<file path="src/rtl/keypad_matrix_decoder.sv">
// Scans a 4x4 keypad, debounces each key, and queues press events for a valid/ready consumer.
// Press-to-valid: (DEBOUNCE_SCANS-1) frames + slot + 1; a full queue with no pop drops the event and pulses key_overflow.
module keypad_matrix_decoder #(
  parameter int SCAN_DIV       = 2500,
  parameter int SETTLE_CYC     = 8,
  parameter int DEBOUNCE_SCANS = 3,
  parameter int FIFO_DEPTH     = 4
) (
  input  logic        clk,
  input  logic        rst,
  output logic [3:0]  keyboard_col,
  input  logic [3:0]  keyboard_row,
  output logic [3:0]  key_code,
  output logic        key_valid,
  input  logic        key_ready,
  output logic        key_overflow,
  output logic [15:0] key_down
);

  localparam int DIV_W = (SCAN_DIV > 1) ? $clog2(SCAN_DIV) : 1;
  localparam int PTR_W = (FIFO_DEPTH > 1) ? $clog2(FIFO_DEPTH) : 1;
  localparam int CNT_W = PTR_W + 1;

  logic [DIV_W-1:0] r_div_cnt;
  logic [1:0]       r_col;
  logic [3:0]       r_col_drv;
  logic [3:0]       r_row_meta;
  logic [3:0]       r_row_sync;
  logic [1:0]       r_cnt [16];
  logic [15:0]      r_key_down;
  logic [3:0]       r_pend;
  logic [1:0]       r_pend_col;
  logic [3:0]       r_mem [FIFO_DEPTH];
  logic [PTR_W-1:0] r_wr_ptr;
  logic [PTR_W-1:0] r_rd_ptr;
  logic [CNT_W-1:0] r_count;
  logic             r_overflow;

  logic             w_wrap;
  logic             w_sample;
  logic [3:0]       w_idx [4];
  logic [3:0]       w_diff;
  logic [3:0]       w_fire;
  logic [3:0]       w_new_press;
  logic [1:0]       w_push_row;
  logic [3:0]       w_push_clr;
  logic             w_push;
  logic [3:0]       w_push_code;
  logic             w_full;
  logic             w_empty;
  logic             w_pop;
  logic             w_push_ok;

  assign w_wrap   = (r_div_cnt == DIV_W'(SCAN_DIV - 1));
  assign w_sample = (r_div_cnt == DIV_W'(SETTLE_CYC - 1));

  always_ff @(posedge clk or posedge rst) begin
    if (rst) begin
      r_div_cnt <= '0;
      r_col     <= 2'd0;
      r_col_drv <= 4'b1110;
    end else if (w_wrap) begin
      r_div_cnt <= '0;
      r_col     <= r_col + 2'd1;
      r_col_drv <= ~(4'b0001 << (r_col + 2'd1));
    end else begin
      r_div_cnt <= r_div_cnt + DIV_W'(1);
    end
  end

  always_ff @(posedge clk or posedge rst) begin
    if (rst) begin
      r_row_meta <= 4'hF;
      r_row_sync <= 4'hF;
    end else begin
      r_row_meta <= keyboard_row;
      r_row_sync <= r_row_meta;
    end
  end

  // Key index is {row, col}; only the four keys of the driven column are evaluated.
  always_comb begin
    for (int r = 0; r < 4; r++) begin
      w_idx[r]       = {2'(r), r_col};
      w_diff[r]      = (~r_row_sync[r]) ^ r_key_down[w_idx[r]];
      w_fire[r]      = w_sample && w_diff[r] &&
                       (({1'b0, r_cnt[w_idx[r]]} + 3'd1) == 3'(DEBOUNCE_SCANS));
      w_new_press[r] = w_fire[r] && !r_row_sync[r];
    end
  end

  always_ff @(posedge clk or posedge rst) begin
    if (rst) begin
      for (int k = 0; k < 16; k++) r_cnt[k] <= 2'd0;
      r_key_down <= 16'h0;
    end else if (w_sample) begin
      for (int r = 0; r < 4; r++) begin
        if (w_fire[r]) begin
          r_key_down[w_idx[r]] <= ~r_key_down[w_idx[r]];
          r_cnt[w_idx[r]]      <= 2'd0;
        end else if (w_diff[r]) begin
          r_cnt[w_idx[r]] <= r_cnt[w_idx[r]] + 2'd1;
        end else begin
          r_cnt[w_idx[r]] <= 2'd0;
        end
      end
    end
  end

  // Lowest pending row goes first, so simultaneous presses enter the queue in row order.
  always_comb begin
    w_push_row = 2'd0;
    w_push_clr = 4'b0000;
    for (int r = 3; r >= 0; r--) begin
      if (r_pend[r]) begin
        w_push_row = 2'(r);
        w_push_clr = 4'b0001 << r;
      end
    end
  end

  assign w_push      = |r_pend;
  assign w_push_code = {w_push_row, r_pend_col};

  always_ff @(posedge clk or posedge rst) begin
    if (rst) begin
      r_pend     <= 4'b0000;
      r_pend_col <= 2'd0;
    end else if (w_sample) begin
      r_pend     <= w_new_press;
      r_pend_col <= r_col;
    end else begin
      r_pend <= r_pend & ~w_push_clr;
    end
  end

  assign w_full    = (r_count == CNT_W'(FIFO_DEPTH));
  assign w_empty   = (r_count == '0);
  assign w_pop     = !w_empty && key_ready;
  assign w_push_ok = w_push && (!w_full || w_pop);

  always_ff @(posedge clk or posedge rst) begin
    if (rst) begin
      for (int i = 0; i < FIFO_DEPTH; i++) r_mem[i] <= 4'h0;
      r_wr_ptr   <= '0;
      r_rd_ptr   <= '0;
      r_count    <= '0;
      r_overflow <= 1'b0;
    end else begin
      r_overflow <= w_push && w_full && !w_pop;
      if (w_push_ok) begin
        r_mem[r_wr_ptr] <= w_push_code;
        r_wr_ptr        <= r_wr_ptr + PTR_W'(1);
      end
      if (w_pop) r_rd_ptr <= r_rd_ptr + PTR_W'(1);
      case ({w_push_ok, w_pop})
        2'b10:   r_count <= r_count + CNT_W'(1);
        2'b01:   r_count <= r_count - CNT_W'(1);
        default: r_count <= r_count;
      endcase
    end
  end

  assign keyboard_col = r_col_drv;
  assign key_valid    = !w_empty;
  assign key_code     = r_mem[r_rd_ptr];
  assign key_overflow = r_overflow;
  assign key_down     = r_key_down;

endmodule

</file>
<file path="config.mk">
export PLATFORM = sky130hd
export DESIGN_NAME = keypad_matrix_decoder
export DESIGN_NICKNAME = d
export VERILOG_FILES = /design/src/rtl/keypad_matrix_decoder.sv
export SDC_FILE = /design/constraint.sdc
export NUM_CORES = 1
export LEC_CHECK = 0
export ABC_AREA = 0
export CAP_MARGIN = 20
export CORE_MARGIN = 3
export CORE_UTILIZATION = 52
export CTS_CLUSTER_DIAMETER = 30
export DETAILED_ROUTE_END_ITERATION = 7
export PLACE_DENSITY = 0.79
export SLEW_MARGIN = 40
export SYNTH_ARGS = -nofsm -noshare
export SYNTH_HDL_FRONTEND = slang
export SYNTH_SLANG_ARGS = --single-unit
export TNS_END_PERCENT = 10
</file>
<file path="constraint.sdc">
create_clock -name clk -period 6.9 [get_ports clk]
set_clock_uncertainty 0.1 [all_clocks]
set_input_delay 1.035 -clock clk [delete_from_list [all_inputs] [get_ports clk]]
set_output_delay 1.035 -clock clk [all_outputs]
set_load 0.005 [all_outputs]
</file>
# Word-level counts from Yosys, hierarchy flattened
# Cells that the tools add are included.
classes:
  n_eq_ne: 9
  order_cmp: 19
  addsub: 14
  bitwise: 29
  n_shift: 1
  reduce_logical: 36
  muxes: 79
op_table:
  columns: ["operator", "count"]
  rows:
  - ["$mux 32", 11]
  - ["$and 32x32->32", 4]
  - ["$bwmux 32", 4]
  - ["$not 32->32", 4]
  - ["$mux 16", 7]
  - ["$bwmux 16", 5]
  - ["$bmux 2 s4", 4]
  - ["$demux 2 s4", 4]
  - ["$mux 2", 16]
  - ["$mux 4", 8]
  - ["$logic_and 1x1->1", 25]
  - ["$ge 5x5->1 const B", 4]
  - ["$lt 5x1->1 const B", 4]
  - ["$add 2x1->2 const B", 7]
  - ["$add 12x1->12 const B", 1]
  - ["$add 2x1->3 const B", 4]
  - ["$eq 12x12->1 const B", 1]
  - ["$eq 12x3->1 const B", 1]
  - ["$eq 3x2->1 const B", 4]
  - ["$mux 12", 1]
  - ["$lt 4x5->1 const B", 2]
  - ["$not 4->5", 2]
  - ["$bmux 1 s2", 4]
  - ["$bmux 4 s2", 1]
  - ["29 further kinds", 59]
totals:
  elab_cells: 219
  ff_bits: 104

# Longest topological paths before layout
logic_depth:
  depth_word: 21
  mapped_depth: 10
  ltp_nobuf: 9

# Worst setup path after synthesis
# Ideal clock, no wire load.
synth_path:
  path_kind: "input to register"
  startpoint: "input key_ready"
  endpoint: "register r_count[2]"
  setup_slack_ps: 3732
  path_buffers: 1
  setup_time_ps: 79
  path_stages: 10
  t_arrival_ps: 2989
  path_cell_list: "or4b_2 -> nor2b_1 -> clkbuf_1 -> inv_1 -> ha_1 -> inv_1 -> fa_1 -> xor2_1 -> nor2_1 -> xor2_1"
synth_between:
  elab_chain_cells: 5
synth_lines:
  columns: ["element", "line", "source"]
  rows:
  - ["start, declared", "15", "input logic key_ready,"]
  - ["$logic_and 1x1->1 *", "139", "assign w_pop = !w_empty && key_ready;"]
  - ["$logic_or 1x1->1", "140", "assign w_push_ok = w_push && (!w_full || w_pop);"]
  - ["$logic_and 1x1->1", "140", null]
  - ["$eq 2x1->1 / $eq 2x2->1 (equally long branches)", "156", "case ({w_push_ok, w_pop})"]
  - ["$pmux 3 s2 / $reduce_bool 2->1 (equally long branches)", null, null]
  - ["end signal, assigned", "157", "2'b10: r_count <= r_count + CNT_W'(1);"]
  - ["end signal, assigned", "158", "2'b01: r_count <= r_count - CNT_W'(1);"]
  - ["end signal, assigned", "159", "default: r_count <= r_count;"]
  - ["end, declared", "36", "logic [CNT_W-1:0] r_count;"]
# Mark *: on every way between the ends. The rest lies on a longest branch, timed or not.
# A chain may end at the register's enable or synchronous reset.

# Final worst setup path
# Ends and elaborated chain as after synthesis.

==> results.ini <==
[floorplan]
core.rowCount = 34
dieArea_um2 = 10600
core_um2 = 8934
die_y_um = 102.9
initial_core_util = 0.5469
die_x_um = 102.9
ios = 33

[cts]
cts_tree = built
ctsResizeCount = 0
post_cts_buffers = 0
clkSlewWorstSetupHoldPaths_ns = 0.10
cts-htree-levels = 3
hold_buffers = 0
cts_root_buf = clkbuf_8
cts_buffers = 9
numClockSinks = 104
clock_latency_ns = 0.36
cts_buffer_depth = 2

[critical_path]
cp.arrival_ns = 3.50
cp_slowest_cell = or4b_2
cp.required_ns = 7.09
critPathBufInv = 3
worstSetupStartpointType = input pin
end_kind = flip-flop
slowest_delay_ns = 0.62
critPathTopFamily = simple AND/OR/NAND/NOR gates
path_max_fanout = 8
crit_type = in2reg
r2r_slack_ns = 4.03
crit_chain = clkdlybuf4s50_1 -> or4b_2 -> nor2b_1 -> inv_1 -> ha_1 -> inv_1 -> fa_1 -> xor2_1 -> nor2_1 -> xor2_1

[timing]
fin_ws_ns = 3.596
fmax_ghz = 0.3027
finalSetupViolations = 0
fin_crit_sh = 0.4788
fin_crit_ns = 3.304
slew_violations = 0
tns_ns = 0
rsz0062_at_grt = no
slew_headroom = 0.4440
hold_viol = 0
worst_pin_slew_ns = 0.8340

[yosys]
synth-seq-cells = 104
synthSimpleGateAreaFrac = 0.1022
synthArstFlopShare = 1.000
yosysUniqueCellTypes = 40
syn_nets = 388
synth_compound_area_frac = 0.05275
synth_top_family_by_area = multiplexers
syn_inst = 362
yosysSeqAreaShare = 0.5355
postSynthAreaPerCell_um2 = 13.50
synth_area_um2 = 4886
synth_most_common_cell = dfrtp_1
synthFlopType = dfrtp_1
synth-edff-count = 0
yosysTopAreaCell = dfrtp_1
synth_top_cell_area_share = 0.4763
synth_adder_area_share = 0.05019
synth_commonest_cells = 93 x dfrtp_1, 32 x mux2_1, 18 x ha_1, 18 x mux2_2, 18 x nand2_1
synth_warnings = 0
synth.area.top_cells = dfrtp_1 48%, mux2_1 7.4%, mux4_2 7.4%, dfstp_2 5.9%, ha_1 4.6%
synth-xor-area-share = 0.04123
synth.mux.area_fraction = 0.1931

[detailed_routing]
routed_wirelength_um = 8994
met1_length_um = 3926
routed_via_density = 5.899
drc = 0
ant_nets = 0
route.met2.wl_um = 4630
highest_layer = met4
drt_pass1_iterations = 4
wire_per_inst_um = 17.74
wl_met3_um = 363
dr.first_iter.drc_count = 148
routed-via-count = 2991

[place]
numPortBuffers = 32
dpl.hpwl_um = 6160
dp_slack_ns = 3.234
place_congestion = 0.7620
dpl.cell_count = 491

[cells_and_area]
postLayoutCoreUtil = 0.6167
final_cells = 507
drive_gt1_frac = 0.1830
nNetsFinal = 420
area_delta_synth_final_pct = 12.75
nFillCells = 689
antenna_cells = 0
multi_input_area_um2 = 2156
seq_area_um2 = 2616

[power]
p_per_area_nw_per_um2 = 203.6
irDropWorstVdd_v = 0.0001424
leakagePower_nw = 2.528

[worst_hold_path]
hold_class = reg2reg

[run_status]
status = completed

[grt]
grt_use_total = 0.1853
grt_start_max_net_pins = 88
antenna_found_initial = 0
overflow = 0
grt_pass1_wl_um = 15280
grt_pass1_vias = 3075

[run]
drv_cap = 0

-- final cells by class --
cell class	count	area share
timing repair buffer	35	0.06337
clock inverter	5	0.01022
multi-input combinational	230	0.3913
inverter	14	0.009993
sequential	104	0.4749
tap	108	0.02453
clock buffer	11	0.02566
-- through the flow --
stage | instance area, um2 | hold slack [ns] | total power [mW]
2_1_floorplan | 4886 | 0.2452 | 0.7308
3_3_place_gp | 5296 | 0.2467 | 0.7503
3_5_place_dp | 5300 | 0.2479 | 0.7583
4_1_cts | 5498 | 0.2613 | 1.133
5_1_grt | 5509 | 0.2672 | 1.175
6_report | 5509 | 0.2592 | 1.121
-- routing by layer --
layer / vias to the layer above / track usage
met3: 8 / 0.05142
li1: 1387 / -
met1: 1545 / 0.2431
met4: 0 / 0.04283
met2: 51 / 0.3088
met5: - / 0
-- sequential cells by signal (all words and copies together), names as in the netlist --
register      flops
key_overflow      1
r_rd_ptr          2
r_cnt            32
r_div_cnt        12
r_row_sync        4
r_wr_ptr          2
r_row_meta        4
r_pend_col        2
keyboard_col      4
r_count           3
r_col             2
key_down         16
r_mem            16
r_pend            4
-- kinds of logic (layout without fill, tap and decap cells) --
family | after synthesis | count (layout)
AND/OR/NAND/NOR | 85 | 85
XOR/XNOR | 23 | 23
flip-flops | 104 | 104
adder cells (fa/ha/maj) | 19 | 19
buffers and inverters | 28 | 65
AO/OA/AOI/OAI | 35 | 35
multiplexers | 68 | 68
-- worst paths after layout --
check                                    from              end  cells after the start
worst min-delay path            r_row_meta[2]    r_row_sync[2]                      0
max in group asynchronous                 rst     key_down[15]                      3
min in group asynchronous                 rst  keyboard_col[0]                      2
worst max register to register       r_col[1]        r_pend[0]                      6
worst min register to register  r_row_meta[2]    r_row_sync[2]                      0
worst max-delay path                key_ready       r_count[2]                     10
-- power by group --
part | internal [mW] | total, mW | switching [mW]
Sequential | 0.631 | 0.656 | 0.0249
Clock | 0.177 | 0.378 | 0.201
Combinational | 0.0452 | 0.0879 | 0.0427
-- layout by cell type, fill, tap and decap left out, drive strengths merged, types with 2 or more instances in the layout --
| cell type | Yosys | layout |
|---|---|---|
| xor2 | 10 | 10 |
| a22o | 16 | 16 |
| nor2 | 14 | 14 |
| or4b | 2 | 2 |
| dfstp | 11 | 11 |
| nand2 | 22 | 22 |
| clkinv | 0 | 3 |
| or3 | 2 | 2 |
| or4 | 3 | 3 |
| inv | 14 | 14 |
| o21ai | 8 | 8 |
| and3 | 4 | 4 |
| xnor2 | 13 | 13 |
| buf | 4 | 2 |
| a21oi | 2 | 2 |
| nand3 | 4 | 4 |
| nor4 | 4 | 4 |
| mux2i | 2 | 2 |
| and2 | 2 | 2 |
| clkdlybuf4s50 | 0 | 32 |
| mux4 | 16 | 16 |
| clkbuf | 10 | 12 |
| o21bai | 3 | 3 |
| a211oi | 5 | 5 |
| mux2 | 50 | 50 |
| ha | 18 | 18 |
| dfrtp | 93 | 93 |
| nand4 | 17 | 17 |
| nor3 | 7 | 7 |
No activity file was read; power rests on OpenSTA's default activity.
